**src/rtl/ex_mem_stage.sv**
```systemverilog
// Execute-to-memory pipeline register: latches ALU results, maintains the zf/nf/cf flags,
// resolves branches and jumps, and squashes the wrong-path instructions that follow a taken one.

package ex_mem_pkg;
   // Opcode encodings; the values match the shared config.v macros.
   localparam logic [4:0] OP_ADD   = 5'h00;
   localparam logic [4:0] OP_ADDI  = 5'h01;
   localparam logic [4:0] OP_ADDC  = 5'h02;
   localparam logic [4:0] OP_SUB   = 5'h03;
   localparam logic [4:0] OP_SUBI  = 5'h04;
   localparam logic [4:0] OP_SUBC  = 5'h05;
   localparam logic [4:0] OP_CMP   = 5'h06;
   localparam logic [4:0] OP_AND   = 5'h07;
   localparam logic [4:0] OP_OR    = 5'h08;
   localparam logic [4:0] OP_XOR   = 5'h09;
   localparam logic [4:0] OP_SLL   = 5'h0A;
   localparam logic [4:0] OP_SRL   = 5'h0B;
   localparam logic [4:0] OP_SLA   = 5'h0C;
   localparam logic [4:0] OP_SRA   = 5'h0D;
   localparam logic [4:0] OP_LDIH  = 5'h0E;
   localparam logic [4:0] OP_LOAD  = 5'h0F;
   localparam logic [4:0] OP_STORE = 5'h10;
   localparam logic [4:0] OP_JUMP  = 5'h11;
   localparam logic [4:0] OP_NOP   = 5'h12;
   // Conditional branches occupy ir[4:3] == 2'b11; ir[2:0] selects the condition.
   localparam logic [4:0] OP_BAL   = 5'h18;
   localparam logic [4:0] OP_BZ    = 5'h19;
   localparam logic [4:0] OP_BNZ   = 5'h1A;
   localparam logic [4:0] OP_BN    = 5'h1B;
   localparam logic [4:0] OP_BNN   = 5'h1C;
   localparam logic [4:0] OP_BC    = 5'h1D;
   localparam logic [4:0] OP_BNC   = 5'h1E;
   localparam logic [4:0] OP_BNV   = 5'h1F;
endpackage

module ex_mem_stage
   import ex_mem_pkg::*;
#(
   parameter int unsigned FLUSH_SLOTS = 2
) (
   input  logic        clock,
   input  logic        reset,
   input  logic        ex_valid,
   input  logic [4:0]  ex_ir,
   input  logic [2:0]  ex_rd,
   input  logic [15:0] ex_alu,
   input  logic        ex_cf,
   input  logic [15:0] ex_store_data,
   input  logic        mem_stall,
   output logic        ex_ready,
   output logic        mem_valid,
   output logic [4:0]  mem_ir,
   output logic [2:0]  mem_rd,
   output logic [15:0] mem_result,
   output logic [15:0] mem_store_data,
   output logic        mem_we,
   output logic        mem_rd_en,
   output logic        mem_wr_en,
   output logic        zf,
   output logic        nf,
   output logic        cf,
   output logic        br_taken,
   output logic [15:0] br_target,
   output logic        fwd_valid,
   output logic [2:0]  fwd_rd,
   output logic [15:0] fwd_data
);

   typedef enum logic {RUN, SQUASH} state_e;

   localparam logic [2:0] FLUSH_CNT = 3'(FLUSH_SLOTS);

   state_e      state_q, state_d;
   logic [2:0]  cnt_q, cnt_d;
   logic        mem_valid_q, mem_valid_d;
   logic [4:0]  mem_ir_q, mem_ir_d;
   logic [2:0]  mem_rd_q, mem_rd_d;
   logic [15:0] mem_result_q, mem_result_d;
   logic [15:0] mem_store_data_q, mem_store_data_d;
   logic        mem_we_q, mem_we_d;
   logic        mem_rd_en_q, mem_rd_en_d;
   logic        mem_wr_en_q, mem_wr_en_d;
   logic        zf_q, zf_d;
   logic        nf_q, nf_d;
   logic        cf_q, cf_d;
   logic        br_taken_q, br_taken_d;
   logic [15:0] br_target_q, br_target_d;

   logic is_arith, is_logic, writes_reg, cond_met, taken;

   // Instruction decode: flag class, writeback enable, branch condition.
   always_comb begin
      is_arith   = ex_ir inside {OP_ADD, OP_ADDI, OP_ADDC, OP_SUB, OP_SUBI, OP_SUBC, OP_CMP};
      is_logic   = ex_ir inside {OP_AND, OP_OR, OP_XOR, OP_SLL, OP_SRL, OP_SLA, OP_SRA};
      writes_reg = (is_arith && ex_ir != OP_CMP) || is_logic || ex_ir == OP_LDIH || ex_ir == OP_LOAD;
      unique case (ex_ir[2:0])
         3'b000:  cond_met = 1'b1;
         3'b001:  cond_met = zf_q;
         3'b010:  cond_met = !zf_q;
         3'b011:  cond_met = nf_q;
         3'b100:  cond_met = !nf_q;
         3'b101:  cond_met = cf_q;
         3'b110:  cond_met = !cf_q;
         default: cond_met = 1'b0;
      endcase
      // Conditions read the flags as they stand before this edge, never the ones being written.
      taken = (ex_ir == OP_JUMP) || (ex_ir[4:3] == 2'b11 && cond_met);
   end

   always_comb begin
      // NOTE: every signal gets a hold value first so no path leaves it unassigned (no latches).
      state_d          = state_q;
      cnt_d            = cnt_q;
      mem_valid_d      = mem_valid_q;
      mem_ir_d         = mem_ir_q;
      mem_rd_d         = mem_rd_q;
      mem_result_d     = mem_result_q;
      mem_store_data_d = mem_store_data_q;
      mem_we_d         = mem_we_q;
      mem_rd_en_d      = mem_rd_en_q;
      mem_wr_en_d      = mem_wr_en_q;
      zf_d             = zf_q;
      nf_d             = nf_q;
      cf_d             = cf_q;
      br_taken_d       = 1'b0;
      br_target_d      = br_target_q;

      if (!mem_stall) begin
         mem_valid_d = 1'b0;
         if (ex_valid) begin
            if (state_q == SQUASH) begin
               cnt_d = cnt_q - 3'd1;
               if (cnt_q == 3'd1) state_d = RUN;
            end else begin
               mem_valid_d      = 1'b1;
               mem_ir_d         = ex_ir;
               mem_rd_d         = ex_rd;
               mem_result_d     = ex_alu;
               mem_store_data_d = ex_store_data;
               mem_we_d         = writes_reg;
               mem_rd_en_d      = (ex_ir == OP_LOAD);
               mem_wr_en_d      = (ex_ir == OP_STORE);
               if (is_arith || is_logic) begin
                  zf_d = (ex_alu == 16'h0000);
                  nf_d = ex_alu[15];
               end
               if (is_arith) cf_d = ex_cf;
               if (taken) begin
                  br_taken_d  = 1'b1;
                  br_target_d = ex_alu;
                  cnt_d       = FLUSH_CNT;
                  state_d     = SQUASH;
               end
            end
         end
      end
   end

   always_ff @(posedge clock) begin
      // NOTE: sequential state uses non-blocking assignments so all flops update together.
      if (reset) begin
         state_q          <= RUN;
         cnt_q            <= '0;
         mem_valid_q      <= 1'b0;
         mem_ir_q         <= '0;
         mem_rd_q         <= '0;
         mem_result_q     <= '0;
         mem_store_data_q <= '0;
         mem_we_q         <= 1'b0;
         mem_rd_en_q      <= 1'b0;
         mem_wr_en_q      <= 1'b0;
         zf_q             <= 1'b0;
         nf_q             <= 1'b0;
         cf_q             <= 1'b0;
         br_taken_q       <= 1'b0;
         br_target_q      <= '0;
      end else begin
         state_q          <= state_d;
         cnt_q            <= cnt_d;
         mem_valid_q      <= mem_valid_d;
         mem_ir_q         <= mem_ir_d;
         mem_rd_q         <= mem_rd_d;
         mem_result_q     <= mem_result_d;
         mem_store_data_q <= mem_store_data_d;
         mem_we_q         <= mem_we_d;
         mem_rd_en_q      <= mem_rd_en_d;
         mem_wr_en_q      <= mem_wr_en_d;
         zf_q             <= zf_d;
         nf_q             <= nf_d;
         cf_q             <= cf_d;
         br_taken_q       <= br_taken_d;
         br_target_q      <= br_target_d;
      end
   end

   assign ex_ready       = !mem_stall;
   assign mem_valid      = mem_valid_q;
   assign mem_ir         = mem_ir_q;
   assign mem_rd         = mem_rd_q;
   assign mem_result     = mem_result_q;
   assign mem_store_data = mem_store_data_q;
   assign mem_we         = mem_we_q;
   assign mem_rd_en      = mem_rd_en_q;
   assign mem_wr_en      = mem_wr_en_q;
   assign zf             = zf_q;
   assign nf             = nf_q;
   assign cf             = cf_q;
   assign br_taken       = br_taken_q;
   assign br_target      = br_target_q;
   // Loads produce their value only after memory, so they cannot forward from here.
   assign fwd_valid      = mem_valid_q & mem_we_q & !mem_rd_en_q;
   assign fwd_rd         = mem_rd_q;
   assign fwd_data       = mem_result_q;

endmodule
```
**config.mk**
```make
export PLATFORM = sky130hd
export DESIGN_NAME = ex_mem_stage
export DESIGN_NICKNAME = d
export VERILOG_FILES = /design/src/rtl/ex_mem_stage.sv
export SDC_FILE = /design/constraint.sdc
export NUM_CORES = 1
export LEC_CHECK = 0
export CELL_PAD_IN_SITES_DETAIL_PLACEMENT = 0
export CELL_PAD_IN_SITES_GLOBAL_PLACEMENT = 1
export CORE_UTILIZATION = 32
export DETAILED_ROUTE_END_ITERATION = 8
export PLACE_DENSITY = 0.95
export SYNTH_ARGS = -nofsm -noshare
export SYNTH_HDL_FRONTEND = slang
export SYNTH_SLANG_ARGS = --single-unit
```
**constraint.sdc**
```tcl
create_clock -name clock -period 4.61 [get_ports clock]
set_clock_uncertainty 0.15 [all_clocks]
set_input_delay 0.922 -clock clock [delete_from_list [all_inputs] [get_ports clock]]
set_output_delay 0.922 -clock clock [all_outputs]
set_load 0.05 [all_outputs]
```
==> out/qor.txt <==
Global-route wire length before repair: 12,700 µm
Sum of negative setup slack: 0 ns
Reg-to-reg setup timing slack: 2.50 ns
Hpwl dp: 5440 µm
Max FO, Critical Path: 3
Tot GR Track Use: 16.7%
Core area: 8760 µm²
Ports: 130
Critical Path End: ex_ready
Least-Margin Pin Slew: 0.789 ns
Largest cells by area after synthesis: dfxtp_1, nand2_1, a21oi_1
CP startpoint: mem_stall
Cell variety after synth: 32
Synthesized cell area: 2920 µm²
Reg-to-reg endpoint: state_q$_SDFFE_PP0P_
Startpoint types: input pin
Clock buffer depth: 2
Most frequent CP cell: clkdlybuf4s50_1
Initial antenna violation count: 0
# Post-CTS Setup Buffers: 0
Hold-fix buffers, CTS: 0
Utilization after layout: 48.7%
Number of H-tree levels: 3
Average wire per standard cell: 13.6 µm
FP Rows: 34
Synthesized instance count: 346
DRC: 0
Max_cap viols: 0
Status: complete, no violations
# port buffers: 129
TritonCTS Buffers: 9
Share of cells above drive strength 1: 5.57%
CP required: 3.54 ns
Worst min path class: register to register
Cells after DPL: 544
Final ANT Viol Nets: 0
Via count: 2,651
Initial DRC count: 88
Clock-pin slew on the worst setup and hold paths: 0.07 ns
Worst-Skew Late Latency: 0.33 ns
Post_cts resized: 0
Pwr dens: 310 nW/µm²
Die height: 97.6 µm
Synth Net Count: 393
Antenna diode count: 0
Final instance area: 4270 µm²
First-pass DRT Iterations: 4
Min Tclk post-route: 3.31 ns
Grt ovf: 0
CP Cell Sequence: clkdlybuf4s50_1, inv_1, clkdlybuf4s50_1
Vias in the first global route: 2,647
Routed vias/inst: 4.76
R2R depth: 6
Fillers: 848
Die X: 97.6 µm
CTS tree: yes
Final Hold Fails: 0
Area grow syn2layout: 46.0%
Post-Syn Area per Cell: 8.45 µm²
Leakage power: 1.48 nW
Setup CP Type: input pin to primary output
Routed WL: 7550 µm
Crit Reg-Reg Startpoint: zf$_SDFFE_PP0P_
Unrepaired setup endpoints after global routing: no
Most frequent cells in the layout: clkdlybuf4s50_1, nand2_1, dfxtp_1, a21oi_1, nand2b_1
Clock sink count: 68
Worst VDD drop: 0.149 mV
Nets@finish: 494
GPL Wtd Cong: 0.718
Synth top area share: 46.6%
Largest net degree at the start of global routing: 52
Warnings, synthesis: 0
Placed Area: 4100 µm²
Most common cell after layout, fill and taps aside: clkdlybuf4s50_1
Die ar.: 9520 µm²
Starting density of the core: 33.4%
Peak Freq: 303 MHz
Post-synthesis sequential area ratio: 46.6%
Crit. End Element: primary output
Largest stage delay, worst path: 0.79 ns
Slowest stage cell, crit path: clkdlybuf4s50_1
Arrival @ worst endpoint: 2.23 ns
Flops & latches, synth: 68
Root buffer cell: clkbuf_8
Non-Filler Instances: 557
Fin crit share: 71.7%
Slew headroom: 47.4%
Fin. max-slew vios: 0
Final setup vio count: 0
Yosys top cell by area: dfxtp_1
## cell usage after synthesis
library cell / number
nand2_1: 87
dfxtp_1: 68
a21oi_1: 47
nand2b_1: 34
buf_4: 19
mux2i_1: 19
clkbuf_1: 18
nor2_1: 8
inv_1: 7
nor4_1: 5
a311oi_1: 3
buf_6: 3
nand3_1: 3
nor2b_1: 3
a31oi_1: 2
ha_1: 2
mux2_2: 2
o21ba_2: 2
a211oi_1: 1
a221oi_2: 1
a311o_1: 1
a41o_1: 1
and2_1: 1
buf_1: 1
buf_12: 1
buf_2: 1
nand4_1: 1
nor3b_1: 1
nor4b_1: 1
o31ai_1: 1
o41a_1: 1
or2_2: 1
## through the flow
step | power [mW] | hold WS (ns) | setup slack (ns)
after CTS | 1.35 | 0.308 | 1.29
after global routing | 1.39 | 0.340 | 1.26
after floorplan | 0.813 | 0.321 | 2.11
after global placement | 0.911 | 0.291 | 1.18
final | 1.32 | 0.304 | 1.30
after detailed placement | 0.915 | 0.299 | 1.10
## kinds of logic (layout without fill, tap and decap cells)
group	count (synthesis)	in the layout	synth area share, %
buf+inv	50	153	10.2
flops	68	68	46.6
simple gates	145	145	22.9
fa+ha+maj	2	2	0.856
mux	21	21	7.28
compound gates	60	60	12.2
## worst max-delay path: cells and delay by family
family / cells / cell delay, ns
buffers and inverters: 3 / 1.31
## how the worst min path moves through the flow
stage	end	cells after the start	slack, ns	from
global route	mem_ir[2]$_SDFFE_PP0P_	2	0.34	mem_ir[2]$_SDFFE_PP0P_
floorplan	cnt_q[1]$_SDFFE_PP0P_	1	0.32	state_q$_SDFFE_PP0P_
global placement	mem_wr_en$_SDFFE_PP0P_	2	0.29	mem_wr_en$_SDFFE_PP0P_
finish	mem_store_data[1]$_SDFFE_PP0P_	2	0.30	mem_store_data[1]$_SDFFE_PP0P_
detailed placement	mem_store_data[1]$_SDFFE_PP0P_	2	0.30	mem_store_data[1]$_SDFFE_PP0P_
CTS	mem_store_data[1]$_SDFFE_PP0P_	2	0.31	mem_store_data[1]$_SDFFE_PP0P_
## registers in the layout, summed over array words and instances, names as in the netlist
| signal | cells |
|---|---|
| br_taken | 1 |
| br_target | 16 |
| nf | 1 |
| mem_valid | 1 |
| fwd_data | 16 |
| state_q | 1 |
| mem_store_data | 16 |
| mem_ir | 5 |
| cf | 1 |
| fwd_rd | 3 |
| zf | 1 |
| mem_rd_en | 1 |
| cnt_q | 3 |
| mem_we | 1 |
| mem_wr_en | 1 |
## area by class of cell
class	instances	area (µm²)	share of cell area, %
Tap cell	108	135	3.17
Inverter	7	26.3	0.616
Sequential cell	68	1360	31.9
Timing Repair Buffer	133	1320	30.8
Multi-Input combinational cell	228	1260	29.6
Clock buffer	11	151	3.55
Clock inverter	2	12.5	0.293
## report_power, final
part	internal (mW)	switching (mW)	leakage [nW]	total, mW
clock	0.215	0.206	0.0831	0.421
combinational	0.106	0.172	0.847	0.278
sequential	0.609	0.0134	0.553	0.622
total	0.929	0.392	1.48	1.32
## metal layers
layer | global-route usage (%) | vias up | routed length, µm
met3 | 7.48 | 9 | 668
met5 | 0 | - | 0
li1 | - | 1314 | -
met2 | 27.6 | 104 | 3540
met1 | 18.6 | 1224 | 3220
met4 | 6.56 | 0 | 120
No activity file was read; power rests on OpenSTA's default activity.
